--- src/rtl/mac_pkg.sv ---
// Shared definitions for the mac_pipe multiply-accumulate block.
// Contents:
//   mac_state_e : controller state encoding (IDLE, ACCUM, DRAIN, HOLD)
//   sat_max/min : signed clamp bounds for a given accumulator width.
//                 They return SAT_W bits; callers slice the low OUTW bits.
package mac_pkg;

  typedef enum logic [1:0] {
    IDLE  = 2'd0,
    ACCUM = 2'd1,
    DRAIN = 2'd2,
    HOLD  = 2'd3
  } mac_state_e;

  localparam int unsigned SAT_W = 128;

  // Largest positive value of a w-bit two's-complement number: 2^(w-1)-1.
  function automatic logic [SAT_W-1:0] sat_max(input int unsigned w);
    return (128'd1 << (w - 32'd1)) - 128'd1;
  endfunction

  // Most negative w-bit value. Its low w bits are 1000...0.
  function automatic logic [SAT_W-1:0] sat_min(input int unsigned w);
    return 128'd1 << (w - 32'd1);
  endfunction

endpackage

--- src/rtl/mult_pipe.sv ---
// Registered signed multiplier with MULT_STAGES pipeline registers.
// A valid bit travels alongside each product. A stage's data register
// loads only when valid data arrives, so bubbles leave stored products
// unchanged.
// Ports:
//   clk_i, reset_i : clock and synchronous active-high reset
//   valid_i        : operand pair present this cycle
//   a_i, b_i       : signed INW-bit operands
//   valid_o        : prod_o holds a product leaving the pipeline
//   prod_o         : full-width 2*INW-bit signed product
module mult_pipe
  import mac_pkg::*;
#(
  parameter int INW         = 16,
  parameter int MULT_STAGES = 2
) (
  input  logic                  clk_i,
  input  logic                  reset_i,
  input  logic                  valid_i,
  input  logic signed [INW-1:0] a_i,
  input  logic signed [INW-1:0] b_i,
  output logic                  valid_o,
  output logic signed [2*INW-1:0] prod_o
);

  logic signed [2*INW-1:0] prod_q [MULT_STAGES];
  logic [MULT_STAGES-1:0]  valid_q;

  // Pipeline registers: multiply in stage 0, then shift products and valid bits.
  always_ff @(posedge clk_i) begin
    if (reset_i) begin
      valid_q <= '0;
      for (int k = 0; k < MULT_STAGES; k++) begin
        prod_q[k] <= '0;
      end
    end else begin
      valid_q[0] <= valid_i;
      if (valid_i) begin
        prod_q[0] <= (2*INW)'(a_i) * (2*INW)'(b_i);
      end
      for (int k = 1; k < MULT_STAGES; k++) begin
        valid_q[k] <= valid_q[k-1];
        if (valid_q[k-1]) begin
          prod_q[k] <= prod_q[k-1];
        end
      end
    end
  end

  assign valid_o = valid_q[MULT_STAGES-1];
  assign prod_o  = prod_q[MULT_STAGES-1];

endmodule

--- src/rtl/mac_pipe.sv ---
// Pipelined signed multiply-accumulate over vectors of vec_len operand pairs.
// The first accepted pair seeds the accumulator with init_value. Each later
// product is added as it leaves the multiplier. out_valid is set one cycle
// after the final add, and out is held until the consumer accepts it.
// Optional feature: define MAC_PIPE_SATURATE_EN to use saturating addition.
// A saturating add that clamps sets ovf. When the macro is not defined,
// additions wrap and ovf is tied to 0.
// Ports:
//   clk, reset                    : clock and synchronous active-high reset
//   in_valid/in_ready             : operand-pair handshake
//   input0, input1                : signed INW-bit operands
//   init_value, vec_len           : seed value and vector length, sampled with the first pair
//   out/out_valid/out_ready       : result handshake (OUTW-bit signed result)
//   ovf                           : sticky saturation flag for the current result
module mac_pipe
  import mac_pkg::*;
#(
  parameter int INW         = 16,
  parameter int OUTW        = 64,
  parameter int MULT_STAGES = 2,
  parameter int LENW        = 8
) (
  input  logic                   clk,
  input  logic                   reset,
  input  logic                   in_valid,
  output logic                   in_ready,
  input  logic signed [INW-1:0]  input0,
  input  logic signed [INW-1:0]  input1,
  input  logic signed [INW-1:0]  init_value,
  input  logic [LENW-1:0]        vec_len,
  output logic signed [OUTW-1:0] out,
  output logic                   out_valid,
  input  logic                   out_ready,
  output logic                   ovf
);

  mac_state_e state_q, state_d;
  logic [LENW-1:0]        len_q, len_d;
  logic [LENW-1:0]        cnt_q, cnt_d;
  logic [LENW-1:0]        acc_cnt_q, acc_cnt_d;
  logic signed [OUTW-1:0] acc_q, acc_d;
  logic signed [OUTW-1:0] out_q, out_d;
  logic                   out_valid_q, out_valid_d;
  logic                   ovf_q, ovf_d;

  logic                    in_xfer_s;
  logic                    p_valid_s;
  logic signed [2*INW-1:0] prod_s;
  logic signed [OUTW-1:0]  p_ext_s;
  logic signed [OUTW-1:0]  acc_sum_s;
  logic                    sat_hit_s;
  logic [LENW-1:0]         len_in_s;

  mult_pipe #(
    .INW         (INW),
    .MULT_STAGES (MULT_STAGES)
  ) u_mult (
    .clk_i   (clk),
    .reset_i (reset),
    .valid_i (in_xfer_s),
    .a_i     (input0),
    .b_i     (input1),
    .valid_o (p_valid_s),
    .prod_o  (prod_s)
  );

  assign in_ready  = (state_q == IDLE) || (state_q == ACCUM);
  assign in_xfer_s = in_valid && in_ready;
  assign p_ext_s   = OUTW'(prod_s);
  // A vector length of zero is treated as a single-product vector.
  assign len_in_s  = (vec_len == '0) ? LENW'(1) : vec_len;

`ifdef MAC_PIPE_SATURATE_EN
  localparam logic [SAT_W-1:0] SMAX_W = sat_max(OUTW);
  localparam logic [SAT_W-1:0] SMIN_W = sat_min(OUTW);
  localparam logic [OUTW-1:0]  SMAX   = SMAX_W[OUTW-1:0];
  localparam logic [OUTW-1:0]  SMIN   = SMIN_W[OUTW-1:0];
  logic [OUTW:0] sum_wide_s;

  // One guard bit exposes overflow. When the top two bits differ, the add
  // overflowed, and the guard bit gives the direction.
  always_comb begin
    sum_wide_s = {acc_q[OUTW-1], acc_q} + {p_ext_s[OUTW-1], p_ext_s};
    sat_hit_s  = sum_wide_s[OUTW] ^ sum_wide_s[OUTW-1];
    if (!sat_hit_s) begin
      acc_sum_s = sum_wide_s[OUTW-1:0];
    end else if (sum_wide_s[OUTW]) begin
      acc_sum_s = SMIN;
    end else begin
      acc_sum_s = SMAX;
    end
  end
`else
  assign acc_sum_s = acc_q + p_ext_s;
  assign sat_hit_s = 1'b0;
`endif

  // Next-state logic for the controller, counters, accumulator and result.
  always_comb begin
    state_d     = state_q;
    len_d       = len_q;
    cnt_d       = cnt_q;
    acc_cnt_d   = acc_cnt_q;
    acc_d       = acc_q;
    out_d       = out_q;
    out_valid_d = out_valid_q;
    ovf_d       = ovf_q;

    if (p_valid_s) begin
      acc_d     = acc_sum_s;
      acc_cnt_d = LENW'(acc_cnt_q + LENW'(1));
      ovf_d     = ovf_q | sat_hit_s;
    end else begin
      acc_d = acc_q;
    end

    case (state_q)
      IDLE: begin
        if (in_xfer_s) begin
          len_d     = len_in_s;
          cnt_d     = LENW'(1);
          acc_cnt_d = '0;
          acc_d     = OUTW'(init_value);
          ovf_d     = 1'b0;
          state_d   = (len_in_s == LENW'(1)) ? DRAIN : ACCUM;
        end else begin
          state_d = IDLE;
        end
      end
      ACCUM: begin
        if (in_xfer_s) begin
          cnt_d = LENW'(cnt_q + LENW'(1));
          if (LENW'(cnt_q + LENW'(1)) == len_q) begin
            state_d = DRAIN;
          end else begin
            state_d = ACCUM;
          end
        end else begin
          state_d = ACCUM;
        end
      end
      DRAIN: begin
        // All pairs have been accepted. Wait until the last product is added.
        if (p_valid_s && (LENW'(acc_cnt_q + LENW'(1)) == len_q)) begin
          state_d = HOLD;
        end else begin
          state_d = DRAIN;
        end
      end
      HOLD: begin
        if (!out_valid_q) begin
          out_d       = acc_q;
          out_valid_d = 1'b1;
        end else if (out_ready) begin
          out_valid_d = 1'b0;
          state_d     = IDLE;
        end else begin
          state_d = HOLD;
        end
      end
      default: begin
        state_d = IDLE;
      end
    endcase
  end

  // State registers. Reset clears all state and takes priority over handshakes.
  always_ff @(posedge clk) begin
    if (reset) begin
      state_q     <= IDLE;
      len_q       <= '0;
      cnt_q       <= '0;
      acc_cnt_q   <= '0;
      acc_q       <= '0;
      out_q       <= '0;
      out_valid_q <= 1'b0;
      ovf_q       <= 1'b0;
    end else begin
      state_q     <= state_d;
      len_q       <= len_d;
      cnt_q       <= cnt_d;
      acc_cnt_q   <= acc_cnt_d;
      acc_q       <= acc_d;
      out_q       <= out_d;
      out_valid_q <= out_valid_d;
      ovf_q       <= ovf_d;
    end
  end

  assign out       = out_q;
  assign out_valid = out_valid_q;
`ifdef MAC_PIPE_SATURATE_EN
  assign ovf = ovf_q;
`else
  assign ovf = 1'b0;
`endif

endmodule

--- config.mk ---
export PLATFORM = sky130hd
export DESIGN_NAME = mac_pipe
export DESIGN_NICKNAME = d
export VERILOG_FILES = /design/src/rtl/mac_pkg.sv /design/src/rtl/mult_pipe.sv /design/src/rtl/mac_pipe.sv
export SDC_FILE = /design/constraint.sdc
export NUM_CORES = 1
export LEC_CHECK = 0
export ABC_AREA = 1
export CAP_MARGIN = 20
export CORE_MARGIN = 1.5
export CORE_UTILIZATION = 32
export DETAILED_ROUTE_END_ITERATION = 7
export PLACE_DENSITY = 0.57
export SKIP_CTS_REPAIR_TIMING = 1
export SYNTH_ARGS = -nofsm -noshare
export SYNTH_HDL_FRONTEND = slang
export SYNTH_SLANG_ARGS = --single-unit
--- constraint.sdc ---
create_clock -name clk -period 9.63 [get_ports clk]
set_input_delay 2.4075 -clock clk [delete_from_list [all_inputs] [get_ports clk]]
set_output_delay 2.4075 -clock clk [all_outputs]
set_load 0.005 [all_outputs]
==> flow_metrics.py, run 1 <==
metrics = {
    "status": {
        "status": "completed",
    },
    "layout": {
        "drive_gt1_share_pct": 5.46,
        "layout_commonest_cell": "nand2_1",
        "fin_nets": 3898,
        "multi_input_area_um2": 15800,
        "syn_to_final_growth_pct": 12.7,
        "antennaDiodeCount": 0,
        "nFillCells": 8039,
        "final_cell_mix": "nand2_1, inv_1, nor2_1",
        "seqCellArea_um2": 5070,
    },
    "pwr": {
        "p_int_mw": 4.21,
        "p_seq_share_pct": 13.4,
        "p_sw_share_pct": 54.1,
        "clockPowerShare_pct": 10.2,
        "leakagePower_nw": 13.8,
        "combPwrFrac_pct": 76.4,
        "powerDensity_nw_per_um2": 339,
        "vdd.ir_drop.worst_mv": 0.320,
        "switching_power_mw": 4.96,
    },
    "logic_synthesis": {
        "synth.distinct_cells": 53,
        "yosysSeqAreaShare_pct": 21.1,
        "synthArstFlopShare_pct": 0,
        "syn-num-nets": 3830,
        "synth-seq-cells": 221,
        "yosysWarnings": 0,
        "synthFlopType": "dfxtp_1",
        "syn_area_um2": 24000,
        "avgSynthCellArea_um2": 7.15,
        "syn-instance-count": 3360,
        "synth-edff-count": 64,
    },
    "grt": {
        "grt_start_max_net_pins": 94,
        "grt_pass1_vias": 21400,
        "grt_overflow": 0,
        "grt_use_total_pct": 18.8,
        "antenna_found_initial": 1,
        "grt_pass1_wl_um": 115000,
    },
    "clock_network": {
        "clk_pin_slew_ns": 0.06,
        "cts.sinks": 221,
        "clock_latency_ns": 0.54,
        "cts_tree": "done",
        "htree_num_levels": 1,
        "cts_buffer_depth": 3,
        "root_buffer": "clkbuf_16",
        "cts_made_buffers": 25,
    },
    "timing": {
        "final.setup.tns_ns": 0,
        "finalHoldViolCount": 0,
        "fin_crit_ns": 8.33,
        "fmax_ghz": 0.120,
        "setup_violations": 0,
        "hold_slack_ns": 0.444,
        "fin_crit_sh_pct": 86.5,
        "slew_violations": 0,
        "relSlewSlack_pct": 39.7,
        "skew_ns": 0.0177,
        "rsz0062_at_grt": "false",
        "tightest_slew_ns": 0.905,
    },
    "floorplan": {
        "initial_core_util_pct": 32.3,
        "dieArea_um2": 76700,
        "coreArea_um2": 74300,
        "rows": 100,
        "boundaryPins": 127,
        "die_y_um": 277,
        "die_w_um": 277,
    },
    "placement": {
        "hpwl_um": 58700,
        "io_buffers": 125,
        "gp_congestion": 0.954,
    },
    "critical_path": {
        "cp_cell_sequence": "clkdlybuf4s50_1 -> nand2_1 -> inv_1 -> fa_1 -> fa_1 -> inv_1 -> fa_1 -> fa_1 -> fa_1 -> fa_1 -> inv_1 -> ha_1 -> inv_1 -> nor3_1 -> nand3_1 -> or2_1 -> nand3_1 -> a21oi_1",
        "crit_cells": 18,
        "crit_top_cell": "fa_1",
        "worstReg2RegStart": "state_q[1]",
        "worstReg2RegEnd": "u_mult.prod_q[0][5]",
        "start_kind": "input pin",
        "crit_start": "input1[2]",
        "crit_required_ns": 9.87,
        "critPathMaxStageDelay_ns": 0.97,
        "reg2reg_depth": 7,
        "arrival_ns": 8.57,
        "reg2reg_slack_ns": 6.71,
        "crit_path_top_delay_cell": "clkdlybuf4s50_1",
        "worstSetupPathType": "in2reg",
        "endpoint_kind": "register",
        "path_buf_inv": 5,
        "crit_end": "u_mult.prod_q[0][30]",
        "critical-path-top-delay-family": "adder cells",
        "critical_path.max_fanout": 16,
    },
    "drt": {
        "antenna_left": 0,
        "wirelength_met1_um": 31000,
        "viasPerCell": 4.71,
        "via_count": 20800,
        "wl_met3_um": 3250,
        "wirelength_um": 71600,
        "wl_met2_um": 35500,
        "drtPass1Iterations": 5,
        "wl_per_cell_um": 16.2,
        "drc": 0,
        "dr.first_iter.drc_count": 1388,
        "dr.max_layer_used": "met4",
    },
    "flow_run": {
        "cap_violations": 0,
    },
    "min_path": {
        "min_path_type": "reg2reg",
    },
}
[registers in the layout, summed over array words and instances, names as in the netlist]
name and flops:
u_mult.valid_q 2, out_valid 1, out 64, state_q 2, cnt_q 8, u_mult.prod_q 64, len_q 8, acc_q 64
acc_cnt_q 8
[synthesized netlist by cell type, drive strengths merged (6+ instances only)]
| cell | instances | share of area (%) |
|---|---|---|
| nand2 | 767 | 12 |
| inv | 717 | 11 |
| nor2 | 367 | 6.1 |
| a21oi | 284 | 6.0 |
| fa | 263 | 22 |
| o21ai | 176 | 3.7 |
| dfxtp | 157 | 13 |
| ha | 147 | 7.7 |
| nand3 | 121 | 2.6 |
| clkbuf | 97 | 1.6 |
| edfxtp | 64 | 8.0 |
| nand4 | 25 | 0.65 |
| o21bai | 25 | 0.80 |
| xor2 | 24 | 0.88 |
| buf | 23 | 0.55 |
| or2 | 19 | 0.49 |
| nor3 | 17 | 0.40 |
| xnor2 | 10 | 0.36 |
| nand3b | 9 | 0.30 |
| nor4 | 8 | 0.29 |
| o21a | 7 | 0.22 |
| clkinv | 6 | 0.094 |
| o22ai | 6 | 0.16 |
[worst min path at each step]
stage                      start                 to  cells after the start
2_1_floorplan  u_mult.valid_q[0]  u_mult.valid_q[1]                      2
5_1_grt        u_mult.valid_q[0]  u_mult.valid_q[1]                      2
3_5_place_dp   u_mult.valid_q[0]  u_mult.valid_q[1]                      2
4_1_cts        u_mult.valid_q[0]  u_mult.valid_q[1]                      2
3_3_place_gp   u_mult.valid_q[0]  u_mult.valid_q[1]                      2
6_report       u_mult.valid_q[0]  u_mult.valid_q[1]                      2
[per-layer routing]
| metal | vias up | GRT usage (%) |
|---|---|---|
| met4 | 0 | 5.33 |
| li1 | 10400 | - |
| met2 | 474 | 34.1 |
| met5 | - | 0 |
| met3 | 92 | 1.80 |
| met1 | 9814 | 23.5 |
[tightest hold or removal path, stage by stage, from the launching register on]
cell,delay (ns)
dfxtp_1,0.30
inv_1,0.06
nor2_1,0.05
[per-stage QoR]
stage / area (um2) / worst slack (ns) / utilization [%] / instances / power [mW]
after floorplan: 24000 / 1.80 / - / 3360 / 6.36
after global placement: 26300 / 0.765 / 35.3 / 4370 / 8.23
after detailed placement: 26300 / 0.758 / 35.3 / 4370 / 8.22
after CTS: 27100 / 1.31 / 36.4 / 4415 / 9.21
after global routing: 27100 / 1.01 / 36.4 / 4415 / 10.3
final: 27100 / 1.30 / 36.4 / 4415 / 9.17
[cell type report]
class	instances	share of cell area, %
tap	969	4.48
inverter	723	10.0
multi-input combinational	2296	58.2
sequential	221	18.7
timing repair buffer	161	5.62
clock buffer	34	2.55
clock inverter	11	0.375
[power by group through the flow]
stage | logic, mW | registers, mW | clock network [mW]
global placement | 6.98 | 1.25 | 0
CTS | 7.01 | 1.23 | 0.960
floorplan | 5.13 | 1.23 | 0
finish | 7.00 | 1.23 | 0.935
detailed placement | 6.97 | 1.25 | 0
global route | 8.04 | 1.24 | 1.00
[kinds of logic after synthesis]
| family | count (synthesis) | share of synthesized area (%) |
|---|---|---|
| AND/OR/NAND/NOR | 1336 | 23.3 |
| AO/OA/AOI/OAI | 515 | 11.4 |
| adder cells (fa/ha/maj) | 410 | 29.6 |
| other | 1 | 0.0156 |
| buffers and inverters | 843 | 13.4 |
| XOR/XNOR | 34 | 1.24 |
| flip-flops | 221 | 21.1 |
(Power assumes the default switching activity.)
==> run 2: changes to the inputs <==
- CAP_MARGIN: 20 -> 0
==> results of run 2 <==
The final DEF is identical to that of run 1; final timing and power are the same.
